==> src/rtl/vram_access_arbiter.sv <==
`default_nettype none
// +----------------------------------------------------------------------------+
// | Module      : vram_access_arbiter                                          |
// | Description : Shares a single-port frame-buffer RAM between the display    |
// |               scan (priority while visible) and a 1-entry write buffer     |
// |               that drains only during blanking; also frame tick and stats. |
// | Revision    : 1.0 - initial release                                        |
// +----------------------------------------------------------------------------+
module vram_access_arbiter #(
    parameter int ADDR_W    = 19,
    parameter int DATA_W    = 8,
    parameter int PIX_TOTAL = 307200
) (
    input  logic              vga_clk,
    input  logic              reset,
    input  logic              blank_n,
    input  logic              VS,
    input  logic              wr_valid,
    output logic              wr_ready,
    input  logic [ADDR_W-1:0] wr_addr,
    input  logic [DATA_W-1:0] wr_data,
    output logic              wr_drop,
    output logic [ADDR_W-1:0] ram_addr,
    output logic              ram_we,
    output logic [DATA_W-1:0] ram_wdata,
    input  logic [DATA_W-1:0] ram_rdata,
    output logic [DATA_W-1:0] pixel_data,
    output logic              pixel_valid,
    output logic              frame_start,
    output logic [15:0]       frame_writes
);

    localparam logic [ADDR_W-1:0] c_pix_last = ADDR_W'(PIX_TOTAL - 1);

    typedef enum logic [0:0] {
        S_IDLE = 1'b0,
        S_HOLD = 1'b1
    } state_t;

    state_t              r_state;
    state_t              w_next_state;
    logic                r_vs_q;
    logic                r_frame_start;
    logic [ADDR_W-1:0]   r_disp_addr;
    logic [ADDR_W-1:0]   r_hold_addr;
    logic [DATA_W-1:0]   r_hold_data;
    logic                r_wr_drop;
    logic                r_pixel_valid;
    logic [15:0]         r_wr_count;
    logic [15:0]         r_frame_writes;

    logic                w_vs_fall;
    logic                w_oob;
    logic                w_accept;
    logic                w_commit;

    assign w_vs_fall = r_vs_q & ~VS;
    assign w_oob     = (wr_addr > c_pix_last);
    assign w_accept  = wr_valid & wr_ready;

    always_comb begin
        w_next_state = r_state;
        wr_ready     = 1'b0;
        w_commit     = 1'b0;
        case (r_state)
            S_IDLE: begin
                wr_ready = 1'b1;
                if (wr_valid && !w_oob) begin
                    w_next_state = S_HOLD;
                end
            end
            S_HOLD: begin
                // Blanking cycle: drain the buffer and refill it in the same cycle
                if (!blank_n) begin
                    wr_ready     = 1'b1;
                    w_commit     = 1'b1;
                    w_next_state = (wr_valid && !w_oob) ? S_HOLD : S_IDLE;
                end
            end
            default: w_next_state = S_IDLE;
        endcase
    end

    assign ram_we       = w_commit;
    assign ram_addr     = blank_n ? r_disp_addr : r_hold_addr;
    assign ram_wdata    = r_hold_data;
    assign pixel_valid  = r_pixel_valid;
    assign pixel_data   = r_pixel_valid ? ram_rdata : '0;
    assign wr_drop      = r_wr_drop;
    assign frame_start  = r_frame_start;
    assign frame_writes = r_frame_writes;

    always_ff @(posedge vga_clk) begin
        if (reset) begin
            r_state        <= S_IDLE;
            r_vs_q         <= 1'b1;
            r_frame_start  <= 1'b0;
            r_disp_addr    <= '0;
            r_hold_addr    <= '0;
            r_hold_data    <= '0;
            r_wr_drop      <= 1'b0;
            r_pixel_valid  <= 1'b0;
            r_wr_count     <= '0;
            r_frame_writes <= '0;
        end else begin
            r_state       <= w_next_state;
            r_vs_q        <= VS;
            r_frame_start <= w_vs_fall;
            r_pixel_valid <= blank_n;
            r_wr_drop     <= w_accept & w_oob;

            if (w_accept) begin
                r_hold_addr <= wr_addr;
                r_hold_data <= wr_data;
            end

            if (w_vs_fall) begin
                r_disp_addr <= '0;
            end else if (blank_n) begin
                r_disp_addr <= (r_disp_addr == c_pix_last) ? '0 : r_disp_addr + 1'b1;
            end

            // A commit landing on the frame boundary belongs to the new frame
            if (w_vs_fall) begin
                r_frame_writes <= r_wr_count;
                r_wr_count     <= w_commit ? 16'd1 : 16'd0;
            end else if (w_commit && (r_wr_count != 16'hFFFF)) begin
                r_wr_count <= r_wr_count + 16'd1;
            end
        end
    end

endmodule
`default_nettype wire

==> config.mk <==
export PLATFORM = sky130hd
export DESIGN_NAME = vram_access_arbiter
export DESIGN_NICKNAME = d
export VERILOG_FILES = /design/src/rtl/vram_access_arbiter.sv
export SDC_FILE = /design/constraint.sdc
export NUM_CORES = 1
export LEC_CHECK = 0
export BUFFER_PORTS_ARGS = -buffer_cell sky130_fd_sc_hd__buf_2
export CAP_MARGIN = 20
export CELL_PAD_IN_SITES_DETAIL_PLACEMENT = 0
export CELL_PAD_IN_SITES_GLOBAL_PLACEMENT = 2
export CORE_MARGIN = 2
export CORE_UTILIZATION = 30
export DETAILED_ROUTE_END_ITERATION = 10
export HOLD_SLACK_MARGIN = 0.1
export PLACE_DENSITY_LB_ADDON = 0.1
export SLEW_MARGIN = 20
export SYNTH_ARGS = -nofsm -noshare
export SYNTH_HDL_FRONTEND = slang
export SYNTH_SLANG_ARGS = --single-unit
==> constraint.sdc <==
create_clock -name vga_clk -period 3.6 [get_ports vga_clk]
set_input_delay 0.72 -clock vga_clk [delete_from_list [all_inputs] [get_ports vga_clk]]
set_output_delay 0.72 -clock vga_clk [all_outputs]
set_load 0.03 [all_outputs]
**Word level (Yosys, flattened, before mapping)**

Cells that the tools add are included.

- Register bits after elaboration: 83
- Bits of input ports: 40
- Output and inout bits: 56

- Add/subtract/negate cells: 2
- $lt $le $gt $ge: 1
- Eq/ne operators: 2
- Muxes and demuxes: 12
- Bitwise gates (word level): 5
- Reduce and logical (&&, ||, !) cells: 5

Operators with widths:

| kind | number |
|---|---|
| $mux 19 | 2 |
| $mux 16 | 2 |
| $add 19x1->19 const B | 1 |
| $eq 19x19->1 const B | 1 |
| $gt 19x19->1 const B | 1 |
| $add 16x1->16 const B | 1 |
| $ne 16x16->1 const B | 1 |
| $mux 8 | 1 |
| $mux 1 | 5 |
| $pmux 1 s2 | 2 |
| $and 1x1->1 | 3 |
| $logic_and 1x1->1 | 2 |
| $not 1->1 | 2 |
| $reduce_bool 2->1 | 1 |
| $reduce_or 2->1 | 1 |
| $logic_not 1->1 | 1 |

**Longest topological paths before layout**

- Depth after elaboration: 6
- Depth in mapped cells: 6

**Least setup slack after synthesis**

No wires, ideal clock.

- Kind: input to output
- Start point: input port blank_n
- End point: output port ram_addr[10]
- Arrival time: 1.674 ns
- Slack: 1.206 ns
- Stages on the path: 3
- Path buffers: 2
- Cell sequence: buf_2 buf_1 mux2_2

- Cells in the longest elaborated chain, start to end: 1

RTL lines:

| item | line | RTL |
|---|---|---|
| start, declared | 16 | `input logic blank_n,` |
| $mux 19 | 85 | `assign ram_addr = blank_n ? r_disp_addr : r_hold_addr;` |
| end, declared | 23 | `output logic [ADDR_W-1:0] ram_addr,` |

No other way between the ends.

**Worst setup path after layout**

- Start point: input port blank_n
- End point: output port ram_addr[18]

Same word-level chain as after synthesis.

==> reports/summary.md <==
The average cell area after synthesis is 8.88 sq um, and the die footprint is 13000 sq um. Number of antenna repair diodes: 0. The number of placed cells counting well taps is 633. Summed over all cells, the static leakage comes to 1.83 nW. The run finished with clean final reports.

The tools report the required time of the critical path as 2.88 ns. The number of remaining DRC errors came out at 0. The die height was 114 um. The number of antenna violations at the first check in global routing was 0; the routed wire length was 9.23 mm. The port buffer count is 95. TritonCTS built the clock tree. Final hold analysis gives a worst-case slack of 0.449 ns.

The shortest period the worst path allows is 2.48 ns, and the clock transition at the registers of the reported paths is 0.06 ns. Class of the worst hold path: reg -> reg. For the pin with the worst max-slew slack, the measured transition is 0.656 ns.

The total negative setup slack was 0 ns. Entering global routing, the biggest net connects 35 pins. Buffers inserted during clock tree synthesis total 9.

Once layout is done, the placed cells without fillers occupy 4490 sq um. The commonest cells after synthesis are sky130_fd_sc_hd__dfxtp_1 (83), sky130_fd_sc_hd__nand2_1 (67), sky130_fd_sc_hd__a21oi_1 (42). The post-route non-filler standard cell count came out at 646. The tools report the effective utilization at floorplan as 30.6%.

The relative max-transition margin was 56.3%. The critical path in this run is classified as in -> out. Counting flops with a built-in enable in the synthesized netlist gives 0.

The tools report the sequential cell area fraction in the yosys report as 45.7%. The number of nets handed over by synthesis was 452. The tools report the category of the worst setup path capture point as a primary output. In this run, synthesis produced a sequential element count of 83. For this block, the initial DRC count from the detailed router was 154.

For the leftover overflow at the end of global routing, the log shows 0. Between clock sinks in the finished design, the worst skew comes to 0.00848 ns. The tree is rooted in a sky130_fd_sc_hd__clkbuf_16.

The number of slew-limit violations in the final report is 0, and the final routed wire length divided by cell count is 14.3 um. For the deepest clock path buffer count, the log shows 2. After clock tree synthesis, the repair step resized 0 gates.

The layout cell share with drive strength beyond 1 was 27.5%; the number of hold violations in the final report was 0. The area growth from synthesis to layout is 23.4%. Most common flop cell mapped by yosys: sky130_fd_sc_hd__dfxtp_1. Summing over every cut layer, the via total after detailed routing is 3226.

The tools report the highest clock rate as 0.403 GHz. Summed over all nets, the half-perimeter wirelength after detailed placement is 6.55 mm. The tools report the number of standard-cell rows in the floorplan as 40. In this run the remaining antenna-violating nets after routing total 0.

The tools report the sort of element at the start of the critical path as an input pin. Power comes to 0.00195 W. STA puts the critical path data arrival time at 1.76 ns. IR analysis of the VDD net gives a maximum drop of 178 uV. CTS built an H-tree with a depth of 3. The first detailed-routing pass ran for 4 iterations. The number of different library cells used by synthesis comes to 46.

The core region area was 11900 sq um. Setup repair after global routing left no endpoint under its margin. The ratio of routed vias to standard cells is 4.99, and the final setup violation count is 0. By area the synthesized netlist is led by sky130_fd_sc_hd__dfxtp_1 (46%), sky130_fd_sc_hd__nand2_1 (6.9%), sky130_fd_sc_hd__mux2_2 (5.9%), sky130_fd_sc_hd__a21oi_1 (5.8%), sky130_fd_sc_hd__a22o_1 (4.1%). The period utilization was 68.9%; the synthesized instance count was 410. The floorplan step set the die width to 114 um.

After clock tree synthesis, the flow added hold-fix buffers numbering 0. The Yosys step of the flow raised 0 warnings. In this run the worst path has a maximum fanout of 30. The run gives 539 as the count of nets after finishing.

The via count of the first global-routing pass was 3112; the share of the synthesized area in the top cell type was 45.7%. The tools report the CTS sink count as 83. Library cell occupying the most area in the post-synthesis netlist: sky130_fd_sc_hd__dfxtp_1. Routability-driven placement finished with a final weighted congestion of 0.725. The reported max-cap violation count came out at 0. Buffers added to address setup during post-CTS repair amount to 0.

Global-route usage over all layers: 15.0%. For the worst-skew pair, the clock arrives at the later sink with an insertion delay of 0.34 ns. For the placed cell area, the log shows 4240 sq um.

The proportion of register bits with asynchronous set or reset after synthesis works out to 0%. Dividing total power by cell area gives a power density of 434 nW/um^2. Most frequently used cell type in the post-synthesis netlist: sky130_fd_sc_hd__dfxtp_1. The global-route wire length before repair came out at 15.6 mm.

The number of top-level pins was 96. After synthesis the cells add up to 3640 sq um.
==> where the power goes <==
group	switching [W]	leakage, nW	internal [W]
clock network	0.000343	0.122	0.000475
logic	0.000117	1.03	0.0000621
registers	0.0000130	0.675	0.000942
==> layer usage <==
metal  GRT usage (%)  part of all wire [%]
met3            2.96                   3.5
met2            24.5                    48
met5               0                     0
met1            19.5                    47
met4            5.61                   1.6
==> sequential cells by signal, summed over array words and instances, names as in the netlist <==
name / cells
frame_start: 1
r_disp_addr: 19
r_state: 1
frame_writes: 16
r_vs_q: 1
pixel_valid: 1
r_hold_addr: 19
r_wr_count: 16
ram_wdata: 8
wr_drop: 1
==> stage by stage <==
stage | utilization, % | setup WS, ns
CTS | 37.7 | 1.11
global route | 37.7 | 1.08
global placement | 35.6 | 1.11
detailed placement | 35.6 | 1.09
finish | 37.7 | 1.12
floorplan | - | 1.21
==> kinds of logic (layout without fill, tap and decap cells) <==
kind of cell | after synthesis | after routing | synth area share [%]
and+or+nand+nor | 166 | 166 | 24.0
AOI/OAI and AO/OA | 89 | 89 | 16.1
xor gates and xnor gates | 12 | 12 | 2.89
adders and majority gates | 2 | 2 | 0.687
DFF | 83 | 83 | 45.7
muxes | 22 | 22 | 6.70
buffers and inverters | 36 | 125 | 3.95
==> layout by cell type, fill, tap and decap left out, types with 5 or more instances in the layout <==
| master | netlist | final |
|---|---|---|
| sky130_fd_sc_hd__buf_2 | 5 | 95 |
| sky130_fd_sc_hd__dfxtp_1 | 83 | 83 |
| sky130_fd_sc_hd__nand2_1 | 67 | 67 |
| sky130_fd_sc_hd__a21oi_1 | 42 | 42 |
| sky130_fd_sc_hd__mux2_2 | 19 | 19 |
| sky130_fd_sc_hd__nor2_1 | 18 | 18 |
| sky130_fd_sc_hd__a22o_1 | 17 | 17 |
| sky130_fd_sc_hd__and2_1 | 12 | 12 |
| sky130_fd_sc_hd__nand4_1 | 12 | 12 |
| sky130_fd_sc_hd__inv_1 | 11 | 11 |
| sky130_fd_sc_hd__o31ai_1 | 11 | 11 |
| sky130_fd_sc_hd__nand3_1 | 9 | 9 |
| sky130_fd_sc_hd__or4_1 | 9 | 9 |
| sky130_fd_sc_hd__clkbuf_16 | 0 | 9 |
| sky130_fd_sc_hd__nor4_1 | 8 | 8 |
| sky130_fd_sc_hd__xnor2_1 | 8 | 8 |
| sky130_fd_sc_hd__buf_4 | 0 | 6 |
| sky130_fd_sc_hd__and3_1 | 5 | 5 |
| sky130_fd_sc_hd__nor3_1 | 5 | 5 |
==> final cells by class <==
| cell class | count | area (sq um) |
|---|---|---|
| Clock buffer | 13 | 250 |
| Fill cell | 1292 | 7420 |
| Inverter | 11 | 41.3 |
| Multi-Input combinational cell | 291 | 1830 |
| Sequential cell | 83 | 1660 |
| Tap cell | 147 | 184 |
| Timing Repair Buffer | 101 | 520 |
==> worst paths after layout <==
| check | cells past startpoint | startpoint | end | slack, ns |
|---|---|---|---|---|
| max | 4 | blank_n | ram_addr[18] | 1.12 |
| min reg2reg | 2 | ram_wdata[6] | ram_wdata[6] | 0.45 |
| max reg2reg | 4 | r_disp_addr[2] | r_disp_addr[1] | 1.52 |
| min | 2 | ram_wdata[6] | ram_wdata[6] | 0.45 |
==> worst max-delay path, cell delays in order <==
cell	delay [ns]
sky130_fd_sc_hd__buf_2	0.10
sky130_fd_sc_hd__buf_4	0.33
sky130_fd_sc_hd__mux2_2	0.40
sky130_fd_sc_hd__buf_2	0.18
Note: power is estimated with default switching activity, not from simulation.
